===== src/rtl/board_tile_scanner.sv =====
// Walks the 8x8 minesweeper board and issues one go/busy tile-draw request per cell,
// optionally skipping cells whose colour has not changed since they were last drawn.
module board_tile_scanner #(
  parameter int X_ORIGIN   = 4,
  parameter int Y_ORIGIN   = 4,
  parameter int TILE_W     = 19,
  parameter int TILE_H     = 14,
  parameter bit DIRTY_ONLY = 1'b1,
  parameter int TIMEOUT    = 1023
) (
  input  logic        clk,
  input  logic        resetn,
  input  logic        scan_start,
  input  logic [63:0] mine_map,
  input  logic [63:0] flag_map,
  input  logic [63:0] step_map,
  input  logic [5:0]  cursor,
  input  logic        tile_busy,
  output logic        tile_go,
  output logic [7:0]  tile_x,
  output logic [6:0]  tile_y,
  output logic [2:0]  tile_color,
  output logic        scan_busy,
  output logic        scan_done,
  output logic [6:0]  cells_drawn,
  output logic        timeout_err
);

  localparam int WD_W = (TIMEOUT > 1) ? $clog2(TIMEOUT) : 1;

  typedef enum logic [2:0] {IDLE, SNAP, EVAL, REQ, WAIT, NEXT, DONE} state_t;

  state_t      state;
  logic [63:0] mine_q, flag_q, step_q;
  logic [5:0]  cursor_q;
  logic [5:0]  idx;
  logic [WD_W-1:0] wdog;
  logic [63:0] valid;
  logic [2:0]  mem_color [64];

  logic [2:0]  cell_color;
  logic [7:0]  cell_x;
  logic [6:0]  cell_y;
  logic        skip;

  always_comb begin
    cell_color = 3'b001;
    if (step_q[idx] && mine_q[idx])  cell_color = 3'b100;
    else if (step_q[idx])            cell_color = 3'b111;
    else if (idx == cursor_q)        cell_color = 3'b010;
    else if (flag_q[idx])            cell_color = 3'b110;
    cell_x = 8'(X_ORIGIN + int'(idx[2:0]) * TILE_W);
    cell_y = 7'(Y_ORIGIN + int'(idx[5:3]) * TILE_H);
    skip   = DIRTY_ONLY && valid[idx] && (mem_color[idx] == cell_color);
  end

  // Colour memory needs no reset; the valid vector alone decides whether an entry is trusted.
  always_ff @(posedge clk) begin
    if (state == WAIT && !tile_busy)
      mem_color[idx] <= tile_color;
  end

  always_ff @(posedge clk or negedge resetn) begin
    if (!resetn) begin
      state       <= IDLE;
      mine_q      <= '0;
      flag_q      <= '0;
      step_q      <= '0;
      cursor_q    <= '0;
      idx         <= '0;
      wdog        <= '0;
      valid       <= '0;
      tile_go     <= 1'b0;
      tile_x      <= '0;
      tile_y      <= '0;
      tile_color  <= '0;
      scan_busy   <= 1'b0;
      scan_done   <= 1'b0;
      cells_drawn <= '0;
      timeout_err <= 1'b0;
    end else begin
      case (state)
        IDLE: begin
          if (scan_start) begin
            scan_busy <= 1'b1;
            state     <= SNAP;
          end
        end
        SNAP: begin
          mine_q      <= mine_map;
          flag_q      <= flag_map;
          step_q      <= step_map;
          cursor_q    <= cursor;
          idx         <= '0;
          cells_drawn <= '0;
          timeout_err <= 1'b0;
          state       <= EVAL;
        end
        EVAL: begin
          if (skip) begin
            state <= NEXT;
          end else begin
            tile_x     <= cell_x;
            tile_y     <= cell_y;
            tile_color <= cell_color;
            tile_go    <= 1'b1;
            wdog       <= '0;
            state      <= REQ;
          end
        end
        REQ: begin
          // A busy already high on entry is taken as acceptance of this request.
          if (tile_busy) begin
            tile_go     <= 1'b0;
            cells_drawn <= cells_drawn + 7'd1;
            state       <= WAIT;
          end else if (wdog == WD_W'(TIMEOUT - 1)) begin
            tile_go     <= 1'b0;
            timeout_err <= 1'b1;
            state       <= NEXT;
          end else begin
            wdog <= wdog + WD_W'(1);
          end
        end
        WAIT: begin
          if (!tile_busy) begin
            valid[idx] <= 1'b1;
            state      <= NEXT;
          end
        end
        NEXT: begin
          if (idx == 6'd63) begin
            scan_done <= 1'b1;
            scan_busy <= 1'b0;
            state     <= DONE;
          end else begin
            idx   <= idx + 6'd1;
            state <= EVAL;
          end
        end
        DONE: begin
          scan_done <= 1'b0;
          state     <= IDLE;
        end
        default: state <= IDLE;
      endcase
    end
  end

endmodule


===== config.mk =====
export PLATFORM = sky130hd
export DESIGN_NAME = board_tile_scanner
export DESIGN_NICKNAME = d
export VERILOG_FILES = /design/src/rtl/board_tile_scanner.sv
export SDC_FILE = /design/constraint.sdc
export NUM_CORES = 1
export LEC_CHECK = 0
export ABC_AREA = 1
export BUFFER_PORTS_ARGS = -buffer_cell sky130_fd_sc_hd__buf_2
export CAP_MARGIN = 20
export CORE_ASPECT_RATIO = 0.8
export CORE_MARGIN = 2
export CORE_UTILIZATION = 44
export CTS_CLUSTER_SIZE = 30
export DETAILED_ROUTE_END_ITERATION = 10
export MAX_ROUTING_LAYER = met4
export PLACE_DENSITY_LB_ADDON = 0.1
export SYNTH_ARGS = -nofsm -noshare
export SYNTH_HDL_FRONTEND = slang
export SYNTH_SLANG_ARGS = --single-unit

===== constraint.sdc =====
create_clock -name clk -period 3.2 [get_ports clk]
set_clock_uncertainty 0.2 [all_clocks]
set_input_delay 0.64 -clock clk [delete_from_list [all_inputs] [get_ports clk]]
set_output_delay 0.64 -clock clk [all_outputs]
set_load 0.01 [all_outputs]

### Word-level counts from Yosys, hierarchy flattened

Memory sizes are Yosys's and may differ from the RTL's.
Index checks and enable logic that the tools add are counted.

| word-level totals | value |
|---|---|
| bits in writable memories | 192 |
| flip-flop bits (word level) | 310 |
| logic and storage cells | 113 |
| memories kept | 1 |
| input port bits | 202 |
| output and inout port bits | 29 |

Memories:

| memory | words | width | read ports | clocked after Yosys merged registers in | write ports | RTL line | RTL |
|---|---|---|---|---|---|---|---|
| mem_color | 64 | 3 | 1 | 0 | 1 | 39 | `logic [2:0] mem_color [64];` |

| operators by class | value |
|---|---|
| mux-type cells | 43 |
| equal/unequal tests | 20 |
| multiply operators | 2 |
| bitwise gates (word level) | 3 |
| reduce and logical (&&, ||, !) cells | 21 |
| add/sub/neg operators | 5 |
| magnitude comparators | 2 |

Operator list:

| operator | count |
|---|---|
| OR 64 bit | 1 |
| 2-to-1 mux 10 bit | 3 |
| 2-to-1 mux 3 bit | 10 |
| binary-select mux 1 bit (select 6 bit) | 4 |
| case mux 10 bit (2 select lines) | 1 |
| inequality test 2 bit, second input constant | 9 |
| case mux 3 bit (6 select lines) | 1 |
| 2-to-1 mux 1 bit | 15 |
| case mux 7 bit (2 select lines) | 1 |
| case mux 6 bit (2 select lines) | 1 |
| AND reduction 3 bit | 4 |
| adder 10 x 1 -> 10 bit, second input constant | 1 |
| == test 10 bit, second input constant | 1 |
| AND reduction 2 bit | 5 |
| nonzero test 2 bit | 5 |
| == test 3 bit, second input constant | 3 |
| adder 3 x 8 -> 8 bit, first input constant | 1 |
| multiplier 3 x 5 -> 8 bit, second input constant | 1 |
| case mux 1 bit (2 select lines) | 4 |
| adder 3 x 7 -> 7 bit, first input constant | 1 |
| adder 7 x 1 -> 7 bit, second input constant | 1 |
| < comparator 6 x 7 -> 1 bit, second input constant | 1 |
| 2-to-1 mux 7 bit | 1 |
| adder 6 x 1 -> 6 bit, second input constant | 1 |
| 15 further kinds | 20 |

### Depth between registers and ports, before layout

| depth | value |
|---|---|
| word-level depth | 10 |
| gate-level depth with buffers | 22 |
| gate-level depth less buffers | 20 |

### Worst setup path after synthesis

OpenSTA, ideal clock, no wires.

| path | value |
|---|---|
| path kind | reg-to-reg |
| start | reg idx[5] |
| end | reg tile_y[6] |
| clock period less this slack | 2.729 ns |
| path slack | 0.471 ns |
| data arrival time | 2.407 ns |
| required time | 2.877 ns |
| buffers on the path | 2 |
| library setup time | 0.123 ns |
| stages on the path, launching flop included | 12 |
| cells stage by stage | dfrtp_1 -> clkbuf_1 -> inv_1 -> buf_2 -> ha_1 -> fa_1 -> inv_1 -> nor2_1 -> inv_1 -> nor2_1 -> xor2_1 -> o21ai_1 |

| on the way | value |
|---|---|
| longest elaborated chain between the ends | 10 |
| elaborated cells between the ends (all ways) | 21 |
| classes of those cells | 1 x add/sub; 1 x mul; 2 x eq/ne; 12 x mux; 1 x bitwise; 3 x reduce/logical; 1 x memory |

RTL lines:

| what | RTL line | RTL |
|---|---|---|
| from (decl) | 36 | `logic [5:0] idx;` |
| from (signal assigned) | 137 | `idx <= idx + 6'd1;` |
| binary-select mux 1 bit (select 6 bit) | 51 | `else if (flag_q[idx]) cell_color = 3'b110;` |
| 2-to-1 mux 1 bit (not written as such) | 51 |  |
| 2-to-1 mux 3 bit | 51 |  |
| 2-to-1 mux 3 bit | 50 | `else if (idx == cursor_q) cell_color = 3'b010;` |
| 2-to-1 mux 3 bit | 49 | `else if (step_q[idx]) cell_color = 3'b111;` |
| 2-to-1 mux 3 bit | 48 | `if (step_q[idx] && mine_q[idx]) cell_color = 3'b100;` |
| == test 3 bit | 54 | `skip = DIRTY_ONLY && valid[idx] && (mem_color[idx] == cell_color);` |
| logical AND 1 bit | 54 |  |
| inverter 1 bit (no source line) | n/a |  |
| AND reduction 2 bit (no source line) | n/a |  |
| to (signal assigned) | 104 | `tile_y <= cell_y;` |
| to (decl) | 21 | `output logic [6:0] tile_y,` |

Several ways; a longest one is shown, not always the timed one. The select of a mux whose other input is x is not followed.
A chain may end at the register's enable or synchronous reset.

### Worst setup path in the final report

| path | value |
|---|---|
| start | reg idx[0] |
| end | reg tile_x[4] |

| on the way | value |
|---|---|
| longest elaborated chain between the ends | 10 |
| elaborated cells between the ends (all ways) | 21 |
| classes of those cells | 1 x add/sub; 1 x mul; 2 x eq/ne; 12 x mux; 1 x bitwise; 3 x reduce/logical; 1 x memory |

RTL lines:

| what | RTL line | RTL |
|---|---|---|
| parallel branches: the longest is 10 deep, another holds multiplier 3 x 5 -> 8 bit | n/a |  |
| to (signal assigned) | 103 | `tile_x <= cell_x;` |
| to (decl) | 20 | `output logic [7:0] tile_x,` |

Parallel ways; which one is timed is not known. The select of a mux whose other input is x is not followed.

==> results.tsv <==
stage	metric	value	unit
run	max-capacitance violation count	1	
synth	Warnings, synthesis	0	
timing	maximum achievable frequency	317	MHz
route	DRC	0	
run_status	result of the run	finished, violations left	
die	die outline width	258	µm
setup_path	CP Data Required Time	3.48	ns
placed_design	Post-DP HPWL	42200	µm
route	routed vias	18873	
global_route	global-route wire length before repair	104000	µm
cells_and_area	ratio of cells with drive above 1 in the final layout	0.188	
cells_and_area	signed area change from the synthesized netlist to the final layout	22.4	%
timing	final slew viol count	0	
clocking	Max Root-Sink Buffers	3	
clocking	Sink Count	501	
die	row count	74	
synth	register area share after synthesis	0.596	
timing	Slew HR	0.00731	
timing	count of final setup violators	0	
die	initial core utilization	0.445	
die	# IOs	231	
route	DRT iter0 DRCs	1600	
global_route	total global routing track utilization	0.256	
die	floorplan die height	207	µm
timing	final cycle utilization of the critical path	0.987	
global_route	pin count of the biggest net entering global routing	146	
global_route	via count of the first global-routing pass	18402	
synth	number of synthesized register bits	501	
setup_path	maximum fanout encountered on the critical timing path	9	
global_route	antenna violations before repair	0	
route	per-cell routed wire length	19.3	µm
synth	Post-Syn Nets	2830	
clocking	source-to-sink clock delay at the later pin of the worst-skew pair	0.59	ns
global_route	overflow left after global routing	0	
worst_hold_path	Hold Path Stages	3	
placed_design	number of input and output port buffers inserted	229	
power	leakage power summed over all cells	13.2	nW
clocking	Num CTS Buffers	52	
route	vias per std cell	5.27	
clocking	level count of the clock H-tree	2	
cells_and_area	diode count	0	
route	count of TritonRoute iterations in the first routing pass	5	
synth	post-synthesis cell type count	36	
placed_design	total cell area at the placement stage	0.0250	mm²
setup_path	CP Class	reg2reg	
route	total length of routed wires	69100	µm
die	Core ar.	0.0509	mm²
power	total power per unit cell area	864	mW/mm²
clocking	clock transition at the register clock pins on the worst setup and hold paths after CTS	0.06	ns
synth	post-synthesis cell area	0.0227	mm²
cells_and_area	post-layout net count	3080	
synth	post-synthesis instance total	2605	
worst_hold_path	worst hold path type	in2reg	
power	Tot Pwr	24.0	mW
timing	fin crit period	3.16	ns
route	remaining number of nets flagged by the antenna check after routing	0	
setup_path	number of cells on the worst reg-to-reg path	17	
run_status	violated checks	max-capacitance violations	
timing	worst slew pin tran	1.48	ns
setup_path	endpoint of the worst register-to-register path	tile_x[4]	
setup_path	kind of capture point of the worst setup path	flip-flop	
timing	hold slack final	0.0441	ns
power	worst voltage drop across the vdd grid	917	µV
timing	Hold Vio Cnt, Final	0	
cells_and_area	Non-Filler Cell Area, Final	0.0277	mm²
setup_path	CP Launch Point	idx[0]	
setup_path	capture point of the critical path	tile_x[4]	
clocking	Clk Tree Root Cell	clkbuf_16	
placed_design	placer's final routability congestion estimate	0.859	
setup_path	data arrival time of the critical path	3.44	ns
setup_path	worst reg2reg startpoint	idx[0]	
die	area enclosed by the die boundary	0.0533	mm²
clocking	clock tree from TritonCTS	built	
synth	Mean Syn Cell Area	8.70	µm²
setup_path	register-to-register setup slack	0.04	ns
setup_path	kind of launch point of the worst setup path	flip-flop	
==> logic make-up (layout without fill, tap and decap cells) <==
group / after synthesis / after routing / share of synthesized area
AOI/OAI and AO/OA: 199 / 199 / 0.0457
xor gates and xnor gates: 12 / 12 / 0.00464
adders and majority gates: 23 / 23 / 0.0140
buffers and inverters: 244 / 535 / 0.0463
DFF: 501 / 501 / 0.596
other: 1 / 1 / 0.000165
and+or+nand+nor: 1625 / 1626 / 0.294
==> critical path, cell delays in order, from the launching register on <==
cell and delay, ns:
dfrtp_4 0.57, buf_6 0.16, clkinv_8 0.09, clkbuf_16 0.18, clkbuf_16 0.16, o21ai_0 0.18
nand3_1 0.09, nand3_1 0.10, nand3_1 0.14, nand3_2 0.12, o21a_1 0.14, nand2_1 0.07
nor2_2 0.18, nand3_4 0.16, nand2_8 0.16, clkinvlp_4 0.20, nand2_1 0.11, nand2_1 0.05
==> power by group <==
| part | total, mW | switching [mW] | internal, mW |
|---|---|---|---|
| sequential | 9.42 | 1.01 | 8.41 |
| combinational | 8.56 | 5.40 | 3.15 |
| clock | 5.99 | 2.54 | 3.45 |
| total | 24.0 | 8.95 | 15.0 |
==> flip-flops by register name, summed over array words and instances, names as in the netlist <==
| signal | flops |
|---|---|
| cells_drawn | 7 |
| state | 3 |
| tile_x | 8 |
| flag_q | 64 |
| idx | 6 |
| wdog | 10 |
| mem_color | 192 |
| valid | 64 |
| mine_q | 64 |
| tile_go | 1 |
| cursor_q | 6 |
| timeout_err | 1 |
| scan_busy | 1 |
| tile_color | 3 |
| step_q | 64 |
| scan_done | 1 |
| tile_y | 6 |
==> what timing repair did <==
action	4_1_cts	5_1_grt
hold endpoints to repair	54	0
hold buffers	1	0
buffers inserted	0	17
gates resized for setup	0	101
setup endpoints to repair	0	29
==> metal layers <==
| metal | track usage | share of wire |
|---|---|---|
| met1 | 0.369 | 0.47 |
| met3 | 0.0339 | 0.060 |
| met5 | - | 0 |
| met2 | 0.386 | 0.45 |
| met4 | 0.0667 | 0.021 |
==> through the flow <==
step,setup TNS [ns],std cells,utilization,worst slack [ns]
global route,-0.390,3581,0.545,-0.0784
global placement,0,3440,0.490,0.158
CTS,0,3537,0.523,0.115
detailed placement,0,3440,0.490,0.141
floorplan,0,2605,-,0.471
finish,0,3581,0.545,0.0412
==> synthesized netlist by cell type <==
cell | n | area, µm²
inv_2 | 4 | 15.0
xor2_1 | 8 | 70.1
nand2_1 | 1107 | 4160
a31oi_1 | 1 | 6.26
dfrtp_1 | 309 | 7730
nand4_1 | 2 | 12.5
o22ai_1 | 15 | 93.8
nand3b_1 | 1 | 7.51
o221ai_1 | 1 | 8.76
buf_1 | 9 | 33.8
clkbuf_1 | 80 | 300
o31ai_1 | 1 | 7.51
conb_1 | 1 | 3.75
nor3_1 | 19 | 95.1
a21oi_1 | 55 | 275
ha_1 | 19 | 238
or2_2 | 33 | 206
o21ai_1 | 26 | 130
buf_6 | 2 | 22.5
nor2_1 | 117 | 439
buf_2 | 59 | 295
edfxtp_1 | 192 | 5770
o21a_1 | 1 | 7.51
fa_1 | 4 | 80.1
xnor2_1 | 4 | 35.0
nand2_2 | 1 | 6.26
and3_1 | 3 | 18.8
nor4_1 | 1 | 6.26
inv_1 | 76 | 285
a22o_1 | 1 | 8.76
clkinv_1 | 2 | 7.51
a21o_1 | 1 | 7.51
a31o_2 | 1 | 8.76
o21ai_0 | 96 | 480
buf_4 | 12 | 90.1
nand3_1 | 341 | 1710
==> how the worst min path moves through the flow <==
stage                     endpoint  slack, ns          from
finish                  mine_q[18]       0.04  mine_map[18]
global placement         valid[62]       0.24     valid[62]
floorplan           cells_drawn[0]       0.14        resetn
CTS                     flag_q[26]       0.02  flag_map[26]
detailed placement       valid[37]       0.24     valid[37]
global route            flag_q[26]       0.04  flag_map[26]
==> cells in the final DEF (no fill, tap or decap), drive strengths merged, types with 2 or more instances in the layout <==
cell,synthesis,routed
o21ai,122,122
nor2,117,117
fa,4,4
a21oi,55,55
inv,80,79
xor2,8,8
or2,33,33
clkinvlp,0,2
clkinv,2,11
nand2,1108,1109
nand4,2,2
clkbuf,80,103
edfxtp,192,192
nor3,19,19
buf,82,338
dfrtp,309,309
and3,3,3
o22ai,15,15
xnor2,4,4
nand3,341,341
ha,19,19
==> area by class of cell <==
class	count	area (µm²)
repair buffers	356	2900
clock inverters	10	81.3
multi-input cells	1861	8450
inverters	82	334
well taps	684	856
fillers	4734	23200
repair inverters	1	16.3
flip-flops and latches	501	13500
clock buffers	86	1590
Note: power is estimated with default switching activity, not from simulation.
